## config.mk

```make
export PLATFORM = sky130hd
export DESIGN_NAME = plab4_net_ring_router_bubble_flat
export DESIGN_NICKNAME = d
export VERILOG_FILES = /design/src/rtl/plab4_net_ring_router_bubble_if.sv /design/src/rtl/plab4_net_ring_router_bubble.sv /design/src/flat_wrapper.sv
export SDC_FILE = /design/constraint.sdc
export NUM_CORES = 1
export LEC_CHECK = 0
export ABC_AREA = 1
export CAP_MARGIN = 40
export CORE_ASPECT_RATIO = 0.9
export CORE_MARGIN = 2
export CORE_UTILIZATION = 51
export DETAILED_ROUTE_END_ITERATION = 10
export PLACE_DENSITY_LB_ADDON = 0.05
export SYNTH_ARGS = -nofsm -noshare
export SYNTH_HDL_FRONTEND = slang
export SYNTH_SLANG_ARGS = --single-unit
```

## constraint.sdc

```tcl
create_clock -name clk -period 5.15 [get_ports clk]
set_clock_uncertainty 0.05 [all_clocks]
set_input_delay 0.7725 -clock clk [delete_from_list [all_inputs] [get_ports clk]]
set_output_delay 0.7725 -clock clk [all_outputs]
set_load 0.05 [all_outputs]
```

## src/rtl/plab4_net_ring_router_bubble_if.sv

```systemverilog
// plab4_net_ring_router_bubble_if: ring-stop ports (two credit ring links each way, val/rdy terminal)
// Rev 1.0
`default_nettype none

interface plab4_net_ring_router_bubble_if #(
  parameter int p_msg_nbits = 41
);
  logic                   in0_val;
  logic [p_msg_nbits-1:0] in0_msg;
  logic                   in0_credit;
  logic                   in1_val;
  logic                   in1_rdy;
  logic [p_msg_nbits-1:0] in1_msg;
  logic                   in2_val;
  logic [p_msg_nbits-1:0] in2_msg;
  logic                   in2_credit;
  logic                   out0_val;
  logic [p_msg_nbits-1:0] out0_msg;
  logic                   out0_credit;
  logic                   out1_val;
  logic                   out1_rdy;
  logic [p_msg_nbits-1:0] out1_msg;
  logic                   out2_val;
  logic [p_msg_nbits-1:0] out2_msg;
  logic                   out2_credit;

  modport master (
    output in0_val, in0_msg, in1_val, in1_msg, in2_val, in2_msg,
    output out0_credit, out1_rdy, out2_credit,
    input  in0_credit, in1_rdy, in2_credit,
    input  out0_val, out0_msg, out1_val, out1_msg, out2_val, out2_msg
  );

  modport slave (
    input  in0_val, in0_msg, in1_val, in1_msg, in2_val, in2_msg,
    input  out0_credit, out1_rdy, out2_credit,
    output in0_credit, in1_rdy, in2_credit,
    output out0_val, out0_msg, out1_val, out1_msg, out2_val, out2_msg
  );
endinterface

`default_nettype wire

```

## src/rtl/plab4_net_ring_router_bubble.sv

```systemverilog
// plab4_net_ring_router_bubble: credit-linked bidirectional ring router with bubble injection control
// Rev 1.0
`default_nettype none

module plab4_net_ring_router_bubble #(
  parameter int p_payload_nbits = 32,
  parameter int p_opaque_nbits  = 3,
  parameter int p_srcdest_nbits = 3,
  parameter int p_router_id     = 0,
  parameter int p_num_routers   = 8,
  parameter int p_queue_depth   = 4
)(
  input  logic                                 clk,
  input  logic                                 reset,
  plab4_net_ring_router_bubble_if.slave        bus
);

  localparam int c_m  = p_payload_nbits + p_opaque_nbits + 2*p_srcdest_nbits;
  localparam int c_s  = p_srcdest_nbits;
  localparam int c_cw = $clog2(p_queue_depth + 1);
  localparam int c_pw = $clog2(p_queue_depth);

  typedef logic [c_cw-1:0] cnt_t;
  typedef logic [c_pw-1:0] ptr_t;
  typedef logic [c_s:0]    dist_t;

  localparam cnt_t  c_depth = cnt_t'(p_queue_depth);
  localparam cnt_t  c_one   = cnt_t'(1);
  localparam cnt_t  c_two   = cnt_t'(2);
  localparam ptr_t  c_last  = ptr_t'(p_queue_depth - 1);
  localparam dist_t c_num   = dist_t'(p_num_routers);
  localparam dist_t c_id    = dist_t'(p_router_id);
  localparam dist_t c_half  = dist_t'(p_num_routers / 2);

  logic [c_m-1:0] r_mem  [3][p_queue_depth];
  ptr_t           r_head [3];
  ptr_t           r_tail [3];
  cnt_t           r_cnt  [3];
  cnt_t           r_cr0, r_cr2;
  logic [1:0]     r_ptr  [3];

  logic [c_m-1:0] w_head    [3];
  logic [c_m-1:0] w_enq_msg [3];
  logic           w_enq_req [3];
  logic           w_enq     [3];
  logic           w_deq     [3];
  logic           w_live    [3];
  logic           w_full    [3];
  dist_t          w_dist    [3];
  logic [1:0]     w_route   [3];
  logic [2:0]     w_req     [3];
  logic           w_fire    [3];
  logic [1:0]     w_win     [3];
  logic [2:0]     w_sum;
  logic [1:0]     w_idx;
  cnt_t           w_cr0_nxt, w_cr2_nxt;

  // Queue heads, route selection and per-output eligibility
  always_comb begin
    w_enq_msg[0] = bus.in0_msg;
    w_enq_msg[1] = bus.in1_msg;
    w_enq_msg[2] = bus.in2_msg;
    w_enq_req[0] = bus.in0_val;
    w_enq_req[1] = bus.in1_val && bus.in1_rdy;
    w_enq_req[2] = bus.in2_val;
    for (int i = 0; i < 3; i++) begin
      w_head[i]  = r_mem[i][r_head[i]];
      w_full[i]  = (r_cnt[i] == c_depth);
      w_live[i]  = reset && (r_cnt[i] != '0);
      w_dist[i]  = {1'b0, w_head[i][c_m-1 -: c_s]} + c_num - c_id;
      if (w_dist[i] >= c_num) w_dist[i] = w_dist[i] - c_num;
      if (w_dist[i] == '0)         w_route[i] = 2'd1;
      else if (w_dist[i] <= c_half) w_route[i] = 2'd2;
      else                          w_route[i] = 2'd0;
      // injection needs two credits so a free slot always remains for transit traffic
      w_req[0][i] = w_live[i] && (w_route[i] == 2'd0) && (r_cr0 >= ((i == 1) ? c_two : c_one));
      w_req[1][i] = w_live[i] && (w_route[i] == 2'd1) && bus.out1_rdy;
      w_req[2][i] = w_live[i] && (w_route[i] == 2'd2) && (r_cr2 >= ((i == 1) ? c_two : c_one));
    end
  end

  // Round-robin search starting at each output's pointer
  always_comb begin
    w_sum = '0;
    w_idx = '0;
    for (int o = 0; o < 3; o++) begin
      w_fire[o] = 1'b0;
      w_win[o]  = 2'd0;
      for (int k = 0; k < 3; k++) begin
        w_sum = {1'b0, r_ptr[o]} + 3'(k);
        if (w_sum >= 3'd3) w_sum = w_sum - 3'd3;
        w_idx = w_sum[1:0];
        if (!w_fire[o] && w_req[o][w_idx]) begin
          w_fire[o] = 1'b1;
          w_win[o]  = w_idx;
        end
      end
    end
  end

  always_comb begin
    for (int i = 0; i < 3; i++) begin
      w_deq[i] = (w_fire[0] && (w_win[0] == 2'(i))) ||
                 (w_fire[1] && (w_win[1] == 2'(i))) ||
                 (w_fire[2] && (w_win[2] == 2'(i)));
      // a full queue that drains this cycle can still take a word at the edge
      w_enq[i] = reset && w_enq_req[i] && (!w_full[i] || w_deq[i]);
    end
    w_cr0_nxt = r_cr0;
    if (w_fire[0] && !bus.out0_credit)                             w_cr0_nxt = r_cr0 - c_one;
    else if (!w_fire[0] && bus.out0_credit && (r_cr0 != c_depth)) w_cr0_nxt = r_cr0 + c_one;
    w_cr2_nxt = r_cr2;
    if (w_fire[2] && !bus.out2_credit)                             w_cr2_nxt = r_cr2 - c_one;
    else if (!w_fire[2] && bus.out2_credit && (r_cr2 != c_depth)) w_cr2_nxt = r_cr2 + c_one;
  end

  assign bus.out0_val   = w_fire[0];
  assign bus.out0_msg   = w_head[w_win[0]];
  assign bus.out1_val   = w_fire[1];
  assign bus.out1_msg   = w_head[w_win[1]];
  assign bus.out2_val   = w_fire[2];
  assign bus.out2_msg   = w_head[w_win[2]];
  assign bus.in0_credit = w_deq[0];
  assign bus.in2_credit = w_deq[2];
  assign bus.in1_rdy    = reset && !w_full[1];

  always_ff @(posedge clk) begin
    if (!reset) begin
      for (int i = 0; i < 3; i++) begin
        r_head[i] <= '0;
        r_tail[i] <= '0;
        r_cnt[i]  <= '0;
        r_ptr[i]  <= 2'd0;
      end
      r_cr0 <= c_depth;
      r_cr2 <= c_depth;
    end else begin
      for (int i = 0; i < 3; i++) begin
        if (w_enq[i]) begin
          r_mem[i][r_tail[i]] <= w_enq_msg[i];
          r_tail[i] <= (r_tail[i] == c_last) ? '0 : r_tail[i] + 1'b1;
        end
        if (w_deq[i]) r_head[i] <= (r_head[i] == c_last) ? '0 : r_head[i] + 1'b1;
        r_cnt[i] <= r_cnt[i] + cnt_t'(w_enq[i]) - cnt_t'(w_deq[i]);
        if (w_fire[i]) r_ptr[i] <= (w_win[i] == 2'd2) ? 2'd0 : w_win[i] + 2'd1;
      end
      r_cr0 <= w_cr0_nxt;
      r_cr2 <= w_cr2_nxt;
    end
  end

  always_ff @(posedge clk) begin
    if (reset) begin
      assert (!(bus.in0_val && w_full[0] && !w_deq[0])) else $error("in0 arrived at full queue; message dropped");
      assert (!(bus.in2_val && w_full[2] && !w_deq[2])) else $error("in2 arrived at full queue; message dropped");
    end
  end

endmodule

`default_nettype wire

```

## src/flat_wrapper.sv

```systemverilog
// flat-port wrapper written by rule: the top's interface ports become plain ports
module plab4_net_ring_router_bubble_flat 
#(
  parameter int p_payload_nbits = 32,
  parameter int p_opaque_nbits  = 3,
  parameter int p_srcdest_nbits = 3,
  parameter int p_router_id     = 0,
  parameter int p_num_routers   = 8,
  parameter int p_queue_depth   = 4
)
  (clk, reset, bus_in0_val, bus_in0_msg, bus_in1_val, bus_in1_msg, bus_in2_val, bus_in2_msg, bus_out0_credit, bus_out1_rdy, bus_out2_credit, bus_in0_credit, bus_in1_rdy, bus_in2_credit, bus_out0_val, bus_out0_msg, bus_out1_val, bus_out1_msg, bus_out2_val, bus_out2_msg);
  plab4_net_ring_router_bubble_if #(.p_msg_nbits(((32) + (3) + 2*(3)))) bus_i ();
  input  logic clk;
  input  logic reset;
  input wire logic [$bits(bus_i.in0_val)-1:0] bus_in0_val;
  input wire logic [$bits(bus_i.in0_msg)-1:0] bus_in0_msg;
  input wire logic [$bits(bus_i.in1_val)-1:0] bus_in1_val;
  input wire logic [$bits(bus_i.in1_msg)-1:0] bus_in1_msg;
  input wire logic [$bits(bus_i.in2_val)-1:0] bus_in2_val;
  input wire logic [$bits(bus_i.in2_msg)-1:0] bus_in2_msg;
  input wire logic [$bits(bus_i.out0_credit)-1:0] bus_out0_credit;
  input wire logic [$bits(bus_i.out1_rdy)-1:0] bus_out1_rdy;
  input wire logic [$bits(bus_i.out2_credit)-1:0] bus_out2_credit;
  output wire logic [$bits(bus_i.in0_credit)-1:0] bus_in0_credit;
  output wire logic [$bits(bus_i.in1_rdy)-1:0] bus_in1_rdy;
  output wire logic [$bits(bus_i.in2_credit)-1:0] bus_in2_credit;
  output wire logic [$bits(bus_i.out0_val)-1:0] bus_out0_val;
  output wire logic [$bits(bus_i.out0_msg)-1:0] bus_out0_msg;
  output wire logic [$bits(bus_i.out1_val)-1:0] bus_out1_val;
  output wire logic [$bits(bus_i.out1_msg)-1:0] bus_out1_msg;
  output wire logic [$bits(bus_i.out2_val)-1:0] bus_out2_val;
  output wire logic [$bits(bus_i.out2_msg)-1:0] bus_out2_msg;
  assign bus_i.in0_val = bus_in0_val;
  assign bus_i.in0_msg = bus_in0_msg;
  assign bus_i.in1_val = bus_in1_val;
  assign bus_i.in1_msg = bus_in1_msg;
  assign bus_i.in2_val = bus_in2_val;
  assign bus_i.in2_msg = bus_in2_msg;
  assign bus_i.out0_credit = bus_out0_credit;
  assign bus_i.out1_rdy = bus_out1_rdy;
  assign bus_i.out2_credit = bus_out2_credit;
  assign bus_in0_credit = bus_i.in0_credit;
  assign bus_in1_rdy = bus_i.in1_rdy;
  assign bus_in2_credit = bus_i.in2_credit;
  assign bus_out0_val = bus_i.out0_val;
  assign bus_out0_msg = bus_i.out0_msg;
  assign bus_out1_val = bus_i.out1_val;
  assign bus_out1_msg = bus_i.out1_msg;
  assign bus_out2_val = bus_i.out2_val;
  assign bus_out2_msg = bus_i.out2_msg;
  plab4_net_ring_router_bubble #(.p_payload_nbits(p_payload_nbits), .p_opaque_nbits(p_opaque_nbits), .p_srcdest_nbits(p_srcdest_nbits), .p_router_id(p_router_id), .p_num_routers(p_num_routers), .p_queue_depth(p_queue_depth)) u_core (.clk(clk), .reset(reset), .bus(bus_i));
endmodule
```

; Yosys cells after proc, flatten, opt, wreduce, memory -nomap -nowiden
; Memory sizes are Yosys's and may differ from the RTL's.
; Cells that the tools add are included.
[totals]
regBits = 6
ramBits = 519
in_bits = 131
wordCells = 355
n_memories = 5
[classes]
n_addsub = 40
order_cmp = 40
n_eq_ne = 23
n_mux = 135
n_bitwise = 21
n_reduce_logical = 89
[memory_table]
columns = name, depth, word_bits, read_ports, rd_ports_with_merged_regs, write_ports, line_no
row1 = u_core.r_mem, 3, 164, 3, 0, 3, plab4_net_ring_router_bubble.sv:35  ; logic [c_m-1:0] r_mem [3][p_queue_depth];
row2 = u_core.r_cnt, 3, 3, 3, 0, 3, plab4_net_ring_router_bubble.sv:38  ; cnt_t r_cnt [3];
row3 = u_core.r_head, 3, 2, 3, 0, 3, plab4_net_ring_router_bubble.sv:36  ; ptr_t r_head [3];
row4 = u_core.r_ptr, 3, 2, 3, 0, 3, plab4_net_ring_router_bubble.sv:40  ; logic [1:0] r_ptr [3];
row5 = u_core.r_tail, 3, 2, 3, 0, 3, plab4_net_ring_router_bubble.sv:37  ; ptr_t r_tail [3];
[op_table]
columns = op, count
row1 = $mux W41, 15
row2 = $bmux W41 S2, 6
row3 = $mux W164, 3
row4 = $demux W41 S2, 3
row5 = $mux W2, 42
row6 = $logic_and A1 B1 Y1, 53
row7 = $mux W1, 47
row8 = $ge A3 B3 Y1 const B, 9
row9 = $lt A2 B3 Y1 const B, 9
row10 = $not A2 Y3, 9
row11 = $eq A2 B2 Y1 const B, 12
row12 = $ge A3 B2 Y1 const B, 8
row13 = $mux W3, 7
row14 = $add A2 B1 Y2 const B, 9
row15 = $bmux W1 S2, 9
row16 = $sub A2 B2 Y2 const B, 9
row17 = $logic_not A1 Y1, 13
row18 = $add A3 B4 Y4 const B, 3
row19 = $eq A2 B1 Y1 const B, 6
row20 = $ge A4 B4 Y1 const B, 3
row21 = $le A4 B3 Y1 const B, 3
row22 = $logic_not A2 Y1, 6
row23 = $logic_not A4 Y1, 3
row24 = $mux W4, 3
row25 = other kinds (16), 58

; Depth between registers and ports, before layout
; Gate-level depths: netlist of run 1.
; An unclocked memory read counts as a cell.
[logic_depth]
ltp_word = 33
depth_mapped = 35
depth_no_buf = 31

; Least setup slack after synthesis of run 1
; OpenSTA, ideal clock, no wires.
[synth_path]
path_type = reg2reg
from = mem u_core.r_head[0][0] (netlist name)
to = mem u_core.r_mem[0][328] (netlist name), enable pin
setup_time_ps = 440
arrival_time_ps = 5117
setup_slack_ps = -457
path_stages_with_launch = 29
n_path_buf = 4
synth_period_minus_slack_ps = 5607
path_cell_list = edfxtp_1 -> clkbuf_1 -> inv_2 -> clkbuf_1 -> nand2_1 -> a32oi_1 -> inv_1 -> nand2_1 -> inv_1 -> ha_1 -> inv_1 -> nor2_1 -> nand2_1 -> nand2_1 -> o21ai_1 -> nand2_1 -> nand2_1 -> clkinv_1 -> nand2_1 -> o221ai_1 -> nand2_1 -> buf_2 -> buf_2 -> inv_1 -> ha_1 -> nand2_1 -> nand4_1 -> nand3_1 -> nor2_1
[synth_rtl]
columns = item, line_no
row1 = "start, declared", plab4_net_ring_router_bubble.sv:36
row2 = "end, declared", plab4_net_ring_router_bubble.sv:35

==> impl_results.md, run 1 <==
* Portion of the clock cycle consumed by the worst path in the final layout at 96.8%
* Slew @ Worst Pin at 784 ps
* R2r setup slk at ~450 ps
* Required time of the critical path at 4330 ps
* Minimum clock period at 4980 ps
* Number of buffers inserted by hold repair at cts at 0
* Cell area after layout at 29900 sq um
* Leftover overflow at the end of global routing at 0
* Highest clock frequency the design can meet at 201 MHz
* EDFF count, synth at 510
* Die Width at 229 microns
* Gate count of the mapped netlist at 2017
* Vertical die dimension at about 210 microns
* Arrival time at the worst endpoint at 4160 ps
* Post-synth cell types at 40
* Maximum number of pins on one net before global-route repair at 77
* Core area at 45100 sq um
* Worst reg2reg startpoint: u_core.r_head[0][2]
* TritonCTS clock tree: yes
* Effective utilization at floorplan at between 50 and 60%
* Std-Cell Rows at 74
* Final #Nets at 2461
* Reg2reg path depth at 28
* Top-area cell type share of the netlist area at 66.1%
* Result of the run: finished, final reports clean
* Unrepaired setup endpoints after global routing: false
* Cell at the root of the clock tree: clkbuf_16
* Die Area at 47200 sq um
* Top-level I/O count at 260
* Kind of critical path: reg -> out
* Number of vias after detailed routing at 17200
* Commonest register cell after synthesis: edfxtp_1
* Max capacitance violation total at 0
* Number of DRC markers in iteration 0 at 1925
* Fill cell total of the finished layout at 3404
* Count of state elements after synthesis at 525
* DR vias/cell at 5.85
* Post-synthesis instance area at 23200 sq um
* Share of flip-flops with an asynchronous set or reset at 0%
* Share of the yosys chip area belonging to registers at 67.4%
* Worst-path maximum fanout at 19
* Reg clk slew, reported paths at 70 ps
* Dpl cell area at 27900 sq um
* GPL Wtd Cong at 0.883
* Post-Syn Area per Cell at ~11 sq um
* Global-route wire length before repair at 98300 microns
* Share of layout cells above drive strength 1 at roughly 14%
* All-Layer GR Usage at ~28%
* Final antenna-violating net count at 0
* Count of warnings emitted by yosys at 0
* Cell types occupying the most area after synthesis: edfxtp_1 66%, nand2_1 6.2%, o21ai_0 4.3%
* Worst setup SP type: flop
* Number of optimization iterations in the first detailed-route pass at 6
* Clock latency at the later pin of the worst-skew pair at 610 ps
* Min-delay worst type: reg -> reg
* Final Slew Violations at 0
* Detailed Route WL at approximately 68000 microns
* WL per Instance at between 20 and 25 microns
* Post-DP HPWL at around 45000 microns
* Number of CTS-inserted buffers at 51
* Via count of the first global-routing pass at between 15000 and 20000
* Number of failing hold endpoints at the final stage at 0
* Longest Clk Path Bufs at 3
* Setup violations, final at 0
* Final routed DRC violation total at 0
* Worst rel slew slack at 47.7%
* Initial antenna violation count at 11
* Leading area contributor after synthesis: edfxtp_1
* Min-delay src: u_core.r_cr0[0]
* Port Buf Inserts at about 260
* Endpoint kind of the worst setup timing path: output port
* Number of cells on the worst hold path at 1
* Clock tree sinks at 525
* Hold Path End: u_core.r_cr0[0]
* Number of levels in the clock H-tree at 2
* Destination of the worst register-to-register timing path: u_core.r_cnt[0][8]
* Net count after synthesis at 2195
* Area growth from synthesis to layout at 29.0%
kinds of logic after synthesis:
group / Yosys count / synth area share (%)
and+or+nand+nor: 661 / 11.4
DFF: 525 / 67.4
AOI/OAI and AO/OA: 513 / 13.9
buffers and inverters: 266 / 4.52
adders and majority gates: 47 / 2.63
xor gates and xnor gates: 5 / 0.189
final cells by class:
type	instances	area, sq um	share of cell area (%)
Inverter	146	559	1.87
Timing Repair Buffer	333	4660	15.6
Clock inverter	29	246	0.824
Multi-Input combinational cell	1226	6730	22.5
Clock buffer	63	1320	4.42
Sequential cell	525	15600	52.2
Tap cell	608	761	2.54
Antenna cell	6	15.0	0.0502
synthesized netlist by cell type, types with 2 or more instances:
cell	count
edfxtp_1	510
nand2_1	383
o21ai_0	201
nor2_1	200
inv_1	136
clkbuf_1	99
o221ai_1	83
o22ai_1	78
a21oi_1	56
o21ai_1	45
ha_1	44
a32o_1	38
nand3_1	30
nand4_1	17
dfxtp_1	15
buf_2	13
nor3_1	9
inv_2	8
a32oi_1	7
nand2_2	6
nor2_2	5
buf_6	4
or2_2	4
buf_1	3
fa_1	3
xor2_1	3
nand3_2	2
or2_0	2
xnor2_1	2
through the flow:
stage	setup WS (ps)	instances	setup TNS, ps	util [%]	hold WS [ps]
CTS	0.368	2910	0	65.6	466
global route	2.30	2934	0	66.3	492
global placement	451	2814	0	61.9	437
detailed placement	317	2814	0	61.9	447
floorplan	-457	2017	-74950	-	413
finish	167	2936	0	66.3	462
metal layers:
metal | GRT usage [%] | routed length, microns
met1 | 39.5 | 28400
met2 | 43.6 | 31300
met3 | 6.31 | 6240
met4 | 8.40 | 1840
met5 | 0 | 73
worst max-delay path, stage by stage (launching register included):
cell and delay, ps:
edfxtp_1 510, inv_2 180, nand2_1 80, a32oi_2 260, inv_1 130, nand2_1 100, inv_1 50, ha_1 280
nand2_1 60, nor2_1 200, nand3_1 140, o211a_1 180, nand2_1 90, o21a_1 150, nand2_4 110, inv_6 160
clkbuf_16 240, nand2_1 60, o21ai_1 90, nand2_1 60, o21ai_1 200, buf_12 190
worst max-delay path by stage:
stage / startpoint / to / slack (ps)
6_report: u_core.r_head[0][2] / bus_out2_msg[30] / 170
5_1_grt: u_core.r_head[0][2] / bus_out1_msg[19] / 2
4_1_cts: u_core.r_head[0][2] / bus_out2_msg[34] / 0.4
3_5_place_dp: u_core.r_head[0][4] / u_core.r_cnt[0][8] / 320
3_3_place_gp: u_core.r_head[0][2] / u_core.r_cnt[0][8] / 450
2_1_floorplan: u_core.r_head[0][0] / u_core.r_mem[0][328] / -460
flip-flops by register name, indices dropped and copies added, names as in the netlist:
name           cells
u_core.r_tail      6
u_core.r_ptr       6
u_core.r_head      6
u_core.r_mem     492
u_core.r_cnt       9
u_core.r_cr2       3
u_core.r_cr0       3
cells in the final DEF, fill, tap and decap left out, types with 56 or more instances in the layout:
cell type,n
edfxtp_1,510
nand2_1,382
nor2_1,188
o21ai_0,183
buf_12,140
inv_1,134
clkdlybuf4s50_1,131
o221ai_1,81
o22ai_1,78
a21oi_1,56
o21ai_1,56
what timing repair did:
item,CTS,global route
pin swaps,0,4
resized for setup,9,44
endpoints found under the setup margin,79,124
buffers inserted,4,17
cloned,0,3
Power of run 1 is left out: the tool's default activity adds up to more than one toggle a clock period on the data nets, which glitch-free logic cannot reach.
==> run 2, diff against run 1 <==
Settings changed: CORE_ASPECT_RATIO 0.9 to 2, CTS_CLUSTER_DIAMETER set to 50.
==> run 2 against run 1 <==
Net effect: critical path depth shrank 1; cell area shrank 1.0%; hold slack lost 3.1 ps; die area grew 0.22%; register-to-register slack gained 80 ps; setup slack gained 99 ps; sequential cell count is the same; global-route usage shrank 0.40 points; via count shrank 0.80%; critical path type unchanged.
==> impl_results.md, run 2 (same netlist as run 1, synthesis figures left out) <==
* Result of the run: finished, final reports clean
* Clock tree sinks at approximately 530
* Final #Nets at 2446
* Area of the multi-input gates at around 6700 sq um
* Top-level I/O count at 260
* Global-route wire length before repair at about 100000 microns
* Number of vias after detailed routing at approximately 17000
* Number of CTS-inserted buffers at 47
* Cell at the root of the clock tree: clkbuf_16
* Final routed DRC violation total at 0
* Number of optimization iterations in the first detailed-route pass at 5
* Worst rel slew slack at 43.5%
* Cell Count Post-Placement at 2773
* Arrival time at the worst endpoint at 4060 ps
* Number of DRC markers in iteration 0 at between 1000 and 1500
* Portion of the clock cycle consumed by the worst path in the final layout at roughly 95%
* Leftover overflow at the end of global routing at 0
* Maximum number of pins on one net before global-route repair at 75
* Reg clk slew, reported paths at 60 ps
* Number of failing hold endpoints at the final stage at 0
* Worst-path maximum fanout at 19
* All-Layer GR Usage at 27.5%
* Number of buffers inserted by hold repair at cts at 0
* Slew @ Worst Pin at 848 ps
* Setup violations, final at 0
* Most frequent standard cell in the layout excluding fill and tap cells: edfxtp_1
* Filler-free cell count of the finished design at 2873
* Share of layout cells above drive strength 1 at ~14%
* Die Area at 47300 sq um
* Worst setup SP type: flop
* Effective utilization at floorplan at 51.5%
* Longest Clk Path Bufs at 3
* Fill cell total of the finished layout at between 3000 and 4000
* Area growth from synthesis to layout at 27.7%
* Min-delay worst type: reg -> reg
* Cell area after layout at 29600 sq um
* Vertical die dimension at 306 microns
* Clock latency at the later pin of the worst-skew pair at 570 ps
* Kind of critical path: reg -> out
* Endpoint kind of the worst setup timing path: output port
* Area taken by flip-flops and latches at approximately 16000 sq um
* Post-DP HPWL at 44700 microns
* Via count of the first global-routing pass at 16600
* Final-layout worst hold slack at ~460 ps
* TritonCTS clock tree: yes
* Detailed Route WL at 66000 microns
* Final Slew Violations at 0
* Port Buf Inserts at 259
* Highest clock frequency the design can meet at 205 MHz
* Final antenna-violating net count at 0
* Initial antenna violation count at 8
* Number of levels in the clock H-tree at 2
* DR vias/cell at 5.93
* Commonest non-fill, non-tap cells in the layout: 510 x edfxtp_1, 382 x nand2_1, 194 x o21ai_0
* Dpl cell area at 27900 sq um
* WL per Instance at 23.0 microns
* Core area at 45000 sq um
* Minimum clock period at 4880 ps
* Std-Cell Rows at 110
* GPL Wtd Cong at between 0.9 and 1
* Number of flip-flops under the largest register name at roughly 490
* Max capacitance violation total at 0
* Required time of the critical path at 4330 ps
* Die Width at between 150 and 200 microns
-- run 2: changes by cell type in the layout (fill, tap and decap cells not counted), sizes merged --
cell      previous run  this run
buf                200       191
clkinv              25        18
clkbuf              65        53
clkinvlp             2         8
bufinv               3         4
inv                145       151
-- run 2: critical path, stage by stage (launching register included) --
cell and delay, ps:
edfxtp_1 490, inv_2 140, buf_4 230, nand2_1 90
a32oi_2 220, buf_4 160, ha_1 150, inv_1 50
a21oi_1 200, nand3_1 140, nand3_1 120, nand2_2 100
a21oi_1 150, nand2_1 100, nand2_4 180, nand2_1 130
inv_1 150, buf_6 250, nand2_1 80, o221ai_1 160
buf_12 200
-- run 2: layer usage --
| metal | up-vias | wire length (microns) | global-route usage [%] | share of wire [%] |
|---|---|---|---|---|
| li1 | 7835 | - | - | - |
| met1 | 8338 | 25200 | 34.4 | 38 |
| met2 | 736 | 34200 | 48.6 | 52 |
| met3 | 134 | 4210 | 3.53 | 6.4 |
| met4 | 4 | 2320 | 10.8 | 3.5 |
| met5 | - | 24 | 0 | 0.036 |
-- run 2: what timing repair did --
item / 4_1_cts / 5_1_grt
pin swaps: 0 / 1
buffers inserted: 0 / 6
gates cloned: 0 / 0
gates resized for setup: 2 / 24
endpoints found under the setup margin: 25 / 128
-- run 2: area by class of cell --
| class | instances | share of cell area [%] |
|---|---|---|
| clock buffer | 53 | 4.19 |
| antenna | 6 | 0.0507 |
| tap | 560 | 2.37 |
| clock inverter | 35 | 1.16 |
| sequential | 525 | 52.7 |
| timing repair buffer | 322 | 15.0 |
| multi-input combinational | 1226 | 22.6 |
| inverter | 146 | 1.87 |
-- run 2: worst paths after layout --
| path | from | to | slack [ps] | cells after the start |
|---|---|---|---|---|
| max | u_core.r_head[0][0] | bus_out0_msg[6] | 270 | 20 |
| min | u_core.r_cnt[0][4] | u_core.r_cnt[0][5] | 460 | 1 |
| max reg2reg | u_core.r_head[0][0] | u_core.r_cnt[0][5] | 530 | 30 |
| min reg2reg | u_core.r_cnt[0][4] | u_core.r_cnt[0][5] | 460 | 1 |
-- run 2: through the flow --
step | setup WS [ps] | TNS, ps | util, %
after floorplan | -457 | -74950 | -
after global placement | 520 | 0 | 61.9
after detailed placement | 376 | 0 | 61.9
after CTS | 1.77 | 0 | 65.5
after global routing | -57.1 | -473 | 65.8
final | 266 | 0 | 65.8
Power of run 2 is left out for the same reason.
